$ cat src/rtl/mips_fetch_pkg.sv
// Shared types and defaults for the MIPS instruction-fetch slice.
package mips_fetch_pkg;

    typedef logic [31:0] word_t;

    typedef enum logic [1:0] {
        IDLE,
        REQ,
        HOLD
    } fetch_state_t;

    localparam word_t DEFAULT_RESET_VECTOR = 32'h0000_0000;
    localparam word_t DEFAULT_PC_INC       = 32'd4;

    // Instruction addresses are word aligned; the low two bits are dropped.
    function automatic word_t align_word(input word_t addr);
        return {addr[31:2], 2'b00};
    endfunction

endpackage

$ cat src/rtl/fetch_sequencer_if.sv
// Fetch-side bus: instruction-memory handshake, decode handoff and redirect inputs.
interface fetch_sequencer_if;
    import mips_fetch_pkg::*;

    logic  imem_req;
    word_t imem_addr;
    logic  imem_ack;
    word_t imem_rdata;
    logic  instr_valid;
    word_t instr_word;
    word_t instr_pc;
    logic  instr_ready;
    logic  branch_taken;
    word_t branch_target;

    modport master (
        output imem_req, imem_addr, instr_valid, instr_word, instr_pc,
        input  imem_ack, imem_rdata, instr_ready, branch_taken, branch_target
    );

    modport slave (
        input  imem_req, imem_addr, instr_valid, instr_word, instr_pc,
        output imem_ack, imem_rdata, instr_ready, branch_taken, branch_target
    );

endinterface

$ cat src/rtl/pc_register.sv
// Program counter plus a one-entry pending redirect captured while a fetch is in flight.
module pc_register
    import mips_fetch_pkg::*;
#(
    parameter word_t RESET_VECTOR = DEFAULT_RESET_VECTOR,
    parameter word_t PC_INC       = DEFAULT_PC_INC
) (
    input  logic  clock,
    input  logic  reset,
    input  logic  load_seq,
    input  logic  load_target,
    input  logic  load_pending,
    input  logic  capture_pending,
    input  word_t target,
    output word_t pc,
    output logic  pending_valid
);

    word_t pending_target;
    word_t target_aligned;
    word_t next_pc;

    assign target_aligned = align_word(target);

    // A same-cycle target always beats a previously captured one.
    always_comb begin
        next_pc = pc;
        if (load_target) begin
            next_pc = target_aligned;
        end else if (load_pending) begin
            next_pc = pending_target;
        end else if (load_seq) begin
            next_pc = pc + PC_INC;
        end
    end

    always_ff @(posedge clock or posedge reset) begin
        if (reset) begin
            pc             <= align_word(RESET_VECTOR);
            pending_valid  <= 1'b0;
            pending_target <= '0;
        end else begin
            pc <= next_pc;
            if (capture_pending) begin
                pending_valid  <= 1'b1;
                pending_target <= target_aligned;
            end else if (load_target || load_pending) begin
                pending_valid  <= 1'b0;
            end
        end
    end

endmodule

$ cat src/rtl/fetch_sequencer.sv
// Handshake-driven fetch controller: one memory transaction per instruction,
// held for decode until accepted, with redirects discarding stale fetches.
module fetch_sequencer
    import mips_fetch_pkg::*;
#(
    parameter word_t RESET_VECTOR = DEFAULT_RESET_VECTOR,
    parameter word_t PC_INC       = DEFAULT_PC_INC
) (
    input  logic               clock,
    input  logic               reset,
    fetch_sequencer_if.master  bus
);

    fetch_state_t state;
    word_t        pc;
    logic         pending_valid;

    logic  imem_req;
    logic  instr_valid;
    word_t instr_word;
    word_t instr_pc;

    logic in_req;
    logic in_hold;
    logic load_seq;
    logic load_target;
    logic load_pending;
    logic capture_pending;
    logic fetch_good;

    assign in_req  = (state == REQ);
    assign in_hold = (state == HOLD);

    // An ack only delivers a usable instruction when no redirect is outstanding.
    assign fetch_good      = in_req & bus.imem_ack & ~bus.branch_taken & ~pending_valid;
    assign load_seq        = fetch_good;
    assign load_target     = bus.branch_taken & ((in_req & bus.imem_ack) | in_hold);
    assign load_pending    = in_req & bus.imem_ack & ~bus.branch_taken & pending_valid;
    assign capture_pending = in_req & ~bus.imem_ack & bus.branch_taken;

    pc_register #(
        .RESET_VECTOR (RESET_VECTOR),
        .PC_INC       (PC_INC)
    ) u_pc_register (
        .clock           (clock),
        .reset           (reset),
        .load_seq        (load_seq),
        .load_target     (load_target),
        .load_pending    (load_pending),
        .capture_pending (capture_pending),
        .target          (bus.branch_target),
        .pc              (pc),
        .pending_valid   (pending_valid)
    );

    always_ff @(posedge clock or posedge reset) begin
        if (reset) begin
            state       <= IDLE;
            imem_req    <= 1'b0;
            instr_valid <= 1'b0;
            instr_word  <= '0;
            instr_pc    <= '0;
        end else begin
            case (state)
                IDLE: begin
                    state    <= REQ;
                    imem_req <= 1'b1;
                end
                REQ: begin
                    if (fetch_good) begin
                        instr_word  <= bus.imem_rdata;
                        instr_pc    <= pc;
                        instr_valid <= 1'b1;
                        imem_req    <= 1'b0;
                        state       <= HOLD;
                    end
                end
                HOLD: begin
                    if (bus.branch_taken || bus.instr_ready) begin
                        instr_valid <= 1'b0;
                        imem_req    <= 1'b1;
                        state       <= REQ;
                    end
                end
                default: begin
                    state       <= IDLE;
                    imem_req    <= 1'b0;
                    instr_valid <= 1'b0;
                end
            endcase
        end
    end

    assign bus.imem_req    = imem_req;
    assign bus.imem_addr   = pc;
    assign bus.instr_valid = instr_valid;
    assign bus.instr_word  = instr_word;
    assign bus.instr_pc    = instr_pc;

endmodule

$ cat src/flat_wrapper.sv
// flat-port wrapper written by rule: the top's interface ports become plain ports
module fetch_sequencer_flat import mips_fetch_pkg::*;
#(
    parameter word_t RESET_VECTOR = DEFAULT_RESET_VECTOR,
    parameter word_t PC_INC       = DEFAULT_PC_INC
)
  (clock, reset, bus_imem_req, bus_imem_addr, bus_instr_valid, bus_instr_word, bus_instr_pc, bus_imem_ack, bus_imem_rdata, bus_instr_ready, bus_branch_taken, bus_branch_target);
  fetch_sequencer_if bus_i ();
  input  logic clock;
  input  logic reset;
  output wire logic [$bits(bus_i.imem_req)-1:0] bus_imem_req;
  output wire logic [$bits(bus_i.imem_addr)-1:0] bus_imem_addr;
  output wire logic [$bits(bus_i.instr_valid)-1:0] bus_instr_valid;
  output wire logic [$bits(bus_i.instr_word)-1:0] bus_instr_word;
  output wire logic [$bits(bus_i.instr_pc)-1:0] bus_instr_pc;
  input wire logic [$bits(bus_i.imem_ack)-1:0] bus_imem_ack;
  input wire logic [$bits(bus_i.imem_rdata)-1:0] bus_imem_rdata;
  input wire logic [$bits(bus_i.instr_ready)-1:0] bus_instr_ready;
  input wire logic [$bits(bus_i.branch_taken)-1:0] bus_branch_taken;
  input wire logic [$bits(bus_i.branch_target)-1:0] bus_branch_target;
  assign bus_imem_req = bus_i.imem_req;
  assign bus_imem_addr = bus_i.imem_addr;
  assign bus_instr_valid = bus_i.instr_valid;
  assign bus_instr_word = bus_i.instr_word;
  assign bus_instr_pc = bus_i.instr_pc;
  assign bus_i.imem_ack = bus_imem_ack;
  assign bus_i.imem_rdata = bus_imem_rdata;
  assign bus_i.instr_ready = bus_instr_ready;
  assign bus_i.branch_taken = bus_branch_taken;
  assign bus_i.branch_target = bus_branch_target;
  fetch_sequencer #(.RESET_VECTOR(RESET_VECTOR), .PC_INC(PC_INC)) u_core (.clock(clock), .reset(reset), .bus(bus_i));
endmodule
$ cat config.mk
export PLATFORM = sky130hd
export DESIGN_NAME = fetch_sequencer_flat
export DESIGN_NICKNAME = d
export VERILOG_FILES = /design/src/rtl/mips_fetch_pkg.sv /design/src/rtl/fetch_sequencer_if.sv /design/src/rtl/pc_register.sv /design/src/rtl/fetch_sequencer.sv /design/src/flat_wrapper.sv
export SDC_FILE = /design/constraint.sdc
export NUM_CORES = 1
export LEC_CHECK = 0
export BUFFER_PORTS_ARGS = -buffer_cell sky130_fd_sc_hd__buf_2
export CAP_MARGIN = 10
export CORE_MARGIN = 2
export CORE_UTILIZATION = 30
export DETAILED_ROUTE_END_ITERATION = 10
export SETUP_SLACK_MARGIN = 0.5
export SYNTH_ARGS = -nofsm -noshare
export SYNTH_HDL_FRONTEND = slang
export SYNTH_SLANG_ARGS = --single-unit
export TNS_END_PERCENT = 100
$ cat constraint.sdc
create_clock -name clock -period 4.1 [get_ports clock]
set_input_delay 0.615 -clock clock [delete_from_list [all_inputs] [get_ports clock]]
set_output_delay 0.615 -clock clock [all_outputs]
set_load 0.02 [all_outputs]
**After elaboration in Yosys (flattened, before gate mapping)**

Cells that the tools add are included.

- $add $sub $neg: 1
- Eq/ne operators: 4
- Mux-type cells: 14
- Bitwise operators: 12
- Reductions and logical operators: 8

Operator list:

| cell | number |
|---|---|
| 32-bit two-way mux | 3 |
| 32-bit by 3-bit adder with 32-bit output (second input constant) | 1 |
| 1-bit AND | 7 |
| 1-bit two-way mux | 6 |
| 1-bit one-hot mux with 3 select lines | 2 |
| 2-bit one-hot mux with 3 select lines | 1 |
| 2-bit two-way mux | 2 |
| 2-bit inequality test (second input constant) | 2 |
| 1-bit NOT | 4 |
| 2-bit AND reduction | 2 |
| 3-bit AND reduction | 1 |
| 3-bit nonzero test | 1 |
| 2-bit by 1-bit == test with 1-bit output (second input constant) | 1 |
| 2-bit == test (second input constant) | 1 |
| 2-bit zero test | 1 |
| 1-bit logical OR | 2 |
| 2-bit nonzero test | 1 |
| 1-bit OR | 1 |

- Bits in registers: 131
- Input port bits: 69
- Output and inout bits: 98
- Logic and storage cells: 47

**Logic depth before layout (Yosys ltp)**

Gate-level depths: netlist (run 1).

- Depth after elaboration: 7
- Depth in mapped cells: 7
- Mapped depth without buffers: 6

**Cells and area by module**

From an unflattened synthesis (run 1), not the netlist that was laid out.

- Cells, all modules: 503
- Area, all modules: 6067.1 um2

By module, submodules not included:

| module | times used | cells each | area an instance (um2) | seq. area each (um2) |
|---|---|---|---|---|
| pc_register | 1 | 350 | 3435.8 | 1526.5 |
| fetch_sequencer | 1 | 153 | 2631.3 | 1676.6 |

**Least setup slack after synthesis (run 1)**

OpenSTA, ideal clock, no wires.

- Path kind: reg2reg
- Start point: reg u_core.u_pc_register.pc[6]
- End point: reg u_core.u_pc_register.pc[28]
- Setup time: 124 ps
- Arrival time: 1746 ps
- Required time: 3976 ps
- Slack: 2230 ps
- Stages on the path, launching flop included: 8
- Buffers on the path: 2
- Clock period less this slack: 1870 ps
- Cell sequence: dfrtp_1 > buf_2 > nand4_4 > or3_1 > buf_6 > nor3_2 > mux2i_1 > o21ai_1

- Cells in the longest elaborated chain, start to end: 4

RTL lines:

| what | line | source |
|---|---|---|
| from (decl) | pc_register.sv:15 | `output word_t pc,` |
| from (signal assigned) | pc_register.sv:39 | `pc <= align_word(RESET_VECTOR);` |
| from (signal assigned) | pc_register.sv:43 | `pc <= next_pc;` |
| 32-bit by 3-bit adder with 32-bit output | pc_register.sv:33 | `next_pc = pc + PC_INC;` |
| 32-bit two-way mux | pc_register.sv:32 | `end else if (load_seq) begin` |
| 32-bit two-way mux | pc_register.sv:30 | `end else if (load_pending) begin` |
| 32-bit two-way mux | pc_register.sv:28 | `if (load_target) begin` |

No other way between the ends. The select of a mux whose other input is x is not followed.
A chain may end at the register's enable or synchronous reset.

**Worst setup path in the final report (run 1)**

- Start point: reg u_core.u_pc_register.pending_valid
- End point: reg u_core.u_pc_register.pc[4]

- Cells in the longest elaborated chain, start to end: 3

RTL lines:

| what | line | source |
|---|---|---|
| from (decl) | pc_register.sv:16 | `output logic pending_valid` |
| from (signal assigned) | pc_register.sv:40 | `pending_valid <= 1'b0;` |
| from (signal assigned) | pc_register.sv:45 | `pending_valid <= 1'b1;` |
| from (signal assigned) | pc_register.sv:48 | `pending_valid <= 1'b0;` |
| 1-bit AND or 1-bit NOT (tied branches) | fetch_sequencer.sv:38, fetch_sequencer.sv:35 |  |
| 32-bit two-way mux or 1-bit AND (tied branches) | pc_register.sv:30, fetch_sequencer.sv:35 |  |
| 32-bit two-way mux or 3-bit nonzero test (tied branches) | n/a |  |

Parallel ways exist; a longest one is shown, timed or not.

==> flow_summary_export.csv, run 1 <==
group,metric,value,unit
status,status,"finished clean",
synth,post_synth.cell_area_avg,9.62,µm²
drt,drtIter0Drc,283,
placed_design,place.detailed.hpwl,10400,µm
clock_tree,clkLatencyLatePin,0.41,ns
finish,fin_nets,820,
placed_design,port-buffer-count,160,
synth,ys_seq_area_share,54.6,%
die,num_io_pins,167,
critical_path,path_class,"reg2reg",
clock_tree,numCtsBuffers,17,
global_routing,track_usage,16.2,%
clock_tree,htreeDepth,4,
clock_tree,cts_sinks,126,
drt,drt_first_pass_iters,7,
global_routing,antenna_found_initial,0,
drt,route.detailed.drc,0,
global_routing,gr-total-overflow,0,
clock_tree,cts_tree,"yes",
die,die_area,0.0204,mm²
clock_tree,cts-resized-gates,0,
sta,final.setup_skew,0.00770,ns
drt,vias,4890,
finish,area_growth,28.9,%
drt,ant_nets,0,
drt,wl_per_cell,16.0,µm
finish,diodes,0,
placed_design,pre_cts_ws,1.44,ns
die,rows,50,
critical_path,critPathCaptureType,"flop",
global_routing,grt_pass1_wl,25400,µm
critical_path,startpoint_type,"flop",
sta,hold_viol,0,
sta,rsz0062_at_grt,"false",
synth,ys_types,55,
synth,async_flop_share,100,%
global_routing,grt_max_degree,94,
synth,syn_area,0.00577,mm²
clock_tree,cts_setup_buffers,0,
sta,tns,0,ns
finish,drive_gt1_share,31.8,%
run,maxCapViolCount,0,
synth,synth-edff-count,0,
die,die_x,143,µm
global_routing,met1_usage,21.8,%
clock_tree,hold_buffers,0,
die,die_height,143,µm
critical_path,cp.required,4.38,ns
pwr,leakage,3.67,nW
drt,routed_wl,15900,µm
pwr,powerDensity,799,mW/mm²
clock_tree,ctsRootBufferMaster,"clkbuf_16",
critical_path,r2r_start,"u_core.u_pc_register.pending_valid",
critical_path,regToRegSetupSlack,1.52,ns
die,core_area,0.0188,mm²
sta,slew_violations,0,
hold_path,hp-class,"in2async",
synth,syn_inst,600,
sta,fmax,0.388,GHz
synth,synth_warnings,0,
sta,setup_violations,0,
placed_design,gp_congestion,0.785,
sta,finalWorstSetupSlack,1.52,ns
clock_tree,clk_pin_slew_worst_paths,0.06,ns
sta,finalCriticalPeriod,2.58,ns
global_routing,grt_use_met3,4.19,%
finish,n_fill_cell,1894,
pwr,finalPower,5.95,mW
finish,final_cell_mix,"198 x nand2_1, 160 x buf_2, 126 x dfrtp_1",
global_routing,grt_pass1_vias,4655,
finish,mostFrequentLayoutCell,"nand2_1",
global_routing,use_met2,25.2,%
synth,synth-seq-cells,126,
drt,avgViaCountPerCell,4.90,
critical_path,worstPathArrival,2.86,ns
critical_path,rr_worst_depth,5,
global_routing,globalRoute.busiestLayer,"met2",
sta,max_slew.worst_pin.slew,0.985,ns
sta,fin_crit_sh,62.9,%
sta,relSlewSlack,34.3,%
critical_path,r2r-end,"u_core.u_pc_register.pc[4]",
synth,synthFlopType,"dfrtp_1",
critical_path,critPathMaxFanout,85,
clock_tree,cts_buffer_depth,2,
die,start_util,30.8,%
pwr,irDropWorstVdd,0.000335,V
[synth_stat cells, types with 6 or more instances]
| library cell | instances | area [µm²] |
|---|---|---|
| o21ai_0 | 31 | 155 |
| inv_1 | 13 | 48.8 |
| mux2_2 | 28 | 315 |
| xor2_1 | 9 | 78.8 |
| xnor2_1 | 11 | 96.3 |
| a222oi_1 | 14 | 140 |
| nor3_1 | 7 | 35.0 |
| a21oi_1 | 15 | 75.1 |
| nand2_1 | 199 | 747 |
| nand4_1 | 10 | 62.6 |
| buf_2 | 8 | 40.0 |
| nand3_1 | 15 | 75.1 |
| dfrtp_1 | 126 | 3150 |
| o21ai_1 | 6 | 30.0 |
| clkbuf_1 | 27 | 101 |
| nor2_1 | 20 | 75.1 |
[layout make-up]
class,instances,area (µm²),share of cell area (%)
flip-flops and latches,126,3150,42.4
multi-input cells,423,2450,32.9
repair buffers,169,893,12.0
clock buffers,21,460,6.19
well taps,234,293,3.94
clock inverters,11,140,1.88
inverters,13,52.6,0.706
[kinds of logic (layout without fill, tap and decap cells)]
kind of cell | count (synthesis) | after routing | synth area share [%]
AND/OR/NAND/NOR | 276 | 276 | 21.4
flip-flops | 126 | 126 | 54.6
AO/OA/AOI/OAI | 90 | 90 | 10.4
buffers and inverters | 54 | 214 | 4.10
multiplexers | 32 | 32 | 6.16
XOR/XNOR | 20 | 20 | 3.03
adder cells (fa/ha/maj) | 1 | 1 | 0.217
other | 1 | 4 | 0.0650
[worst max-delay path by stage]
stage,start,to,slack (ns),depth (start not counted)
2_1_floorplan,reset,u_core.bus.instr_pc[10],1.93,1
3_3_place_gp,u_core.u_pc_register.pending_valid,u_core.u_pc_register.pc[4],1.45,5
3_5_place_dp,u_core.u_pc_register.pending_valid,u_core.u_pc_register.pc[4],1.44,5
4_1_cts,u_core.u_pc_register.pending_valid,u_core.u_pc_register.pc[4],1.40,5
5_1_grt,u_core.u_pc_register.pending_valid,u_core.u_pc_register.pc[4],1.23,5
6_report,u_core.u_pc_register.pending_valid,u_core.u_pc_register.pc[4],1.52,5
[per-layer routing]
layer | routed length, µm | up-vias
met2 | 7440 | 174
met3 | 1030 | 16
met1 | 7240 | 2364
li1 | - | 2336
met5 | 0 | -
met4 | 219 | 0
[state kept, by name, indices dropped and copies added (netlist names)]
name,count
u_core.u_pc_register.pending_target,30
u_core.state,2
u_core.bus.instr_valid,1
u_core.u_pc_register.pending_valid,1
u_core.u_pc_register.pc,30
u_core.bus.instr_pc,30
u_core.bus.instr_word,32
[power by group]
| part | total [mW] | internal [mW] | switching, mW | leakage (nW) |
|---|---|---|---|---|
| logic | 2.10 | 0.796 | 1.31 | 1.84 |
| registers | 2.31 | 1.79 | 0.517 | 1.54 |
| clock network | 1.53 | 0.983 | 0.550 | 0.285 |
[worst max-delay path, stage by stage, from the launching register on]
cell and delay, ns:
dfrtp_1 0.92, inv_1 0.39, nand2_4 0.76, nor2_1 0.08
o21ai_0 0.18, o211ai_1 0.10
[through the flow]
step / instances / hold slack, ns / area, µm² / utilization [%]
floorplan: 603 / 0.472 / 5790 / -
global placement: 965 / 0.453 / 6840 / 36.4
detailed placement: 965 / 0.457 / 6840 / 36.4
CTS: 997 / 0.353 / 7440 / 39.6
global route: 997 / 0.375 / 7440 / 39.6
finish: 997 / 0.329 / 7440 / 39.6
(Power assumes the default switching activity.)
==> run 2, diff against run 1 <==
==> constraint.sdc (replaced) <==
create_clock -name clock -period 2.6 [get_ports clock]
set_input_delay 0.39 -clock clock [delete_from_list [all_inputs] [get_ports clock]]
set_output_delay 0.39 -clock clock [all_outputs]
set_load 0.02 [all_outputs]
==> flow_summary_export.csv, run 2 (synthesis results as in run 1) <==
group,metric,value,unit
sta,fin_hold_ws,0.156,ns
drt,drt_first_pass_iters,5,
critical_path,crit_chain,"nand4bb_1 > nor2_4 > buf_4 > buf_4 > nand2_1 > nand2_1",
finish,top_register,"u_core.bus.instr_word",
critical_path,rr_worst_depth,6,
critical_path,r2r-end,"u_core.bus.instr_word[31]",
global_routing,grt_max_degree,64,
global_routing,grt_pass1_vias,4767,
finish,stdcell_area,0.00756,mm²
critical_path,startpoint_type,"flop",
placed_design,place.detailed.hpwl,11100,µm
global_routing,grt_pass1_wl,25900,µm
sta,hold_viol,0,
global_routing,use_met2,25.9,%
clock_tree,htreeDepth,4,
drt,wl_per_cell,16.1,µm
clock_tree,numCtsBuffers,17,
clock_tree,cts_tree,"yes",
sta,rsz0062_at_grt,"false",
finish,mostFrequentLayoutCell,"nand2_1",
sta,fin_crit_sh,74.9,%
clock_tree,cts_buffer_depth,2,
sta,finalWorstSetupSlack,0.653,ns
sta,setup_violations,0,
status,status,"finished clean",
critical_path,path_class,"reg2reg",
global_routing,met1_usage,21.7,%
placed_design,port-buffer-count,160,
hold_path,hp-class,"in2reg",
critical_path,path_buf_inv,2,
critical_path,worstPathArrival,2.30,ns
die,core_area,0.0188,mm²
finish,final_cell_mix,"198 x nand2_1, 160 x buf_2, 126 x dfrtp_1",
global_routing,globalRoute.busiestLayer,"met2",
global_routing,antenna_found_initial,1,
clock_tree,clkLatencyLatePin,0.42,ns
die,die_height,143,µm
die,start_util,30.8,%
pwr,leakage,3.76,nW
finish,area_growth,30.9,%
placed_design,dpl_cell_area,0.00691,mm²
critical_path,critPathCaptureType,"flop",
critical_path,path_depth,6,
critical_path,critPathMaxFanout,17,
finish,drive_gt1_share,33.2,%
sta,finalCriticalPeriod,1.95,ns
critical_path,crit_slowest_cell,"dfrtp_1",
sta,tns,0,ns
pwr,powerDensity,1250,mW/mm²
drt,ant_nets,0,
placed_design,pre_cts_ws,0.526,ns
die,die_area,0.0204,mm²
clock_tree,clk_pin_slew_worst_paths,0.06,ns
run,maxCapViolCount,0,
global_routing,track_usage,16.5,%
sta,max_slew.worst_pin.slew,0.601,ns
sta,slew_violations,0,
critical_path,critical-path-max-stage-delay,0.49,ns
drt,vias,4881,
finish,fin_nets,832,
global_routing,gr-total-overflow,0,
critical_path,cp.required,2.95,ns
die,die_x,143,µm
sta,relSlewSlack,59.8,%
sta,final.setup_skew,0.0107,ns
drt,route.detailed.drc,0,
clock_tree,ctsRootBufferMaster,"clkbuf_16",
die,num_io_pins,167,
critical_path,cp_top_family,"simple AND/OR/NAND/NOR gates",
critical_path,regToRegSetupSlack,0.65,ns
clock_tree,cts_sinks,126,
finish,n_fill_cell,1925,
drt,avgViaCountPerCell,4.83,
global_routing,grt_use_met3,4.66,%
pwr,irDropWorstVdd,0.000442,V
drt,routed_wl,16300,µm
finish,largest_reg_flops,32,
critical_path,r2r_start,"u_core.state[1]",
critical_path,startpoint,"u_core.state[1]",
critical_path,crit_end,"u_core.bus.instr_word[31]",
die,rows,50,
sta,fmax,0.514,GHz
finish,final_util,40.3,%
placed_design,gp_congestion,0.752,
drt,drtIter0Drc,258,
run 2: changes by cell type in the layout (fill, tap and decap cells not counted), sizes merged:
cell,change
buf,+11
clkbuf,-4
clkinv,+3
clkinvlp,-3
diode,+1
dlygate4sd3,+1
inv,+4
run 2: worst min-delay path by stage:
stage,slack [ns],startpoint,to,depth (start not counted)
after floorplan,0.47,u_core.u_pc_register.pending_target[10],u_core.u_pc_register.pc[10],2
after global placement,0.33,reset,u_core.bus.instr_word[30],2
after detailed placement,0.33,reset,u_core.bus.instr_word[29],2
after CTS,0.14,bus_imem_rdata[0],u_core.bus.instr_word[0],3
after global routing,0.14,bus_imem_rdata[2],u_core.bus.instr_word[2],3
final,0.16,bus_imem_rdata[0],u_core.bus.instr_word[0],3
run 2: layout make-up:
type,instances,area (µm²),share of cell area [%]
sequential,126,3150,41.7
multi-input combinational,423,2460,32.5
timing repair buffer,181,986,13.0
clock buffer,17,425,5.63
tap,234,293,3.87
clock inverter,15,186,2.47
inverter,13,52.6,0.695
antenna,1,2.50,0.0331
run 2: stage by stage:
stage,power [mW],cells
floorplan,5.73,603
global route,10.1,1010
CTS,9.58,1007
detailed placement,7.07,974
finish,9.45,1010
global placement,7.00,974
run 2: layer usage:
metal  vias to the layer above  share of wire (%)  routed length (µm)
met3                        16                5.7                 927
met2                       147                 47                7610
met5                         -                  0                   0
met4                         0                1.8                 298
met1                      2348                 46                7450
li1                       2370                  -                   -
run 2: worst register-to-register path, stage by stage, from the launching register on:
cell and delay (ns):
dfrtp_1 0.49, nand4bb_1 0.39, nor2_4 0.37, buf_4 0.25, buf_4 0.23, nand2_1 0.09
nand2_1 0.06
run 2: where the power goes:
| part | switching, mW | internal [mW] |
|---|---|---|
| sequential | 0.773 | 2.83 |
| clock | 0.931 | 1.52 |
| combinational | 2.11 | 1.28 |
| total | 3.82 | 5.63 |
run 2: what timing repair did:
| action | 4_1_cts | 5_1_grt |
|---|---|---|
| resized for setup | 0 | 2 |
| endpoints found under the setup margin | 0 | 8 |
| hold buffers | 1 | 0 |
| buffers inserted | 0 | 2 |
| endpoints found under the hold margin | 5 | 0 |
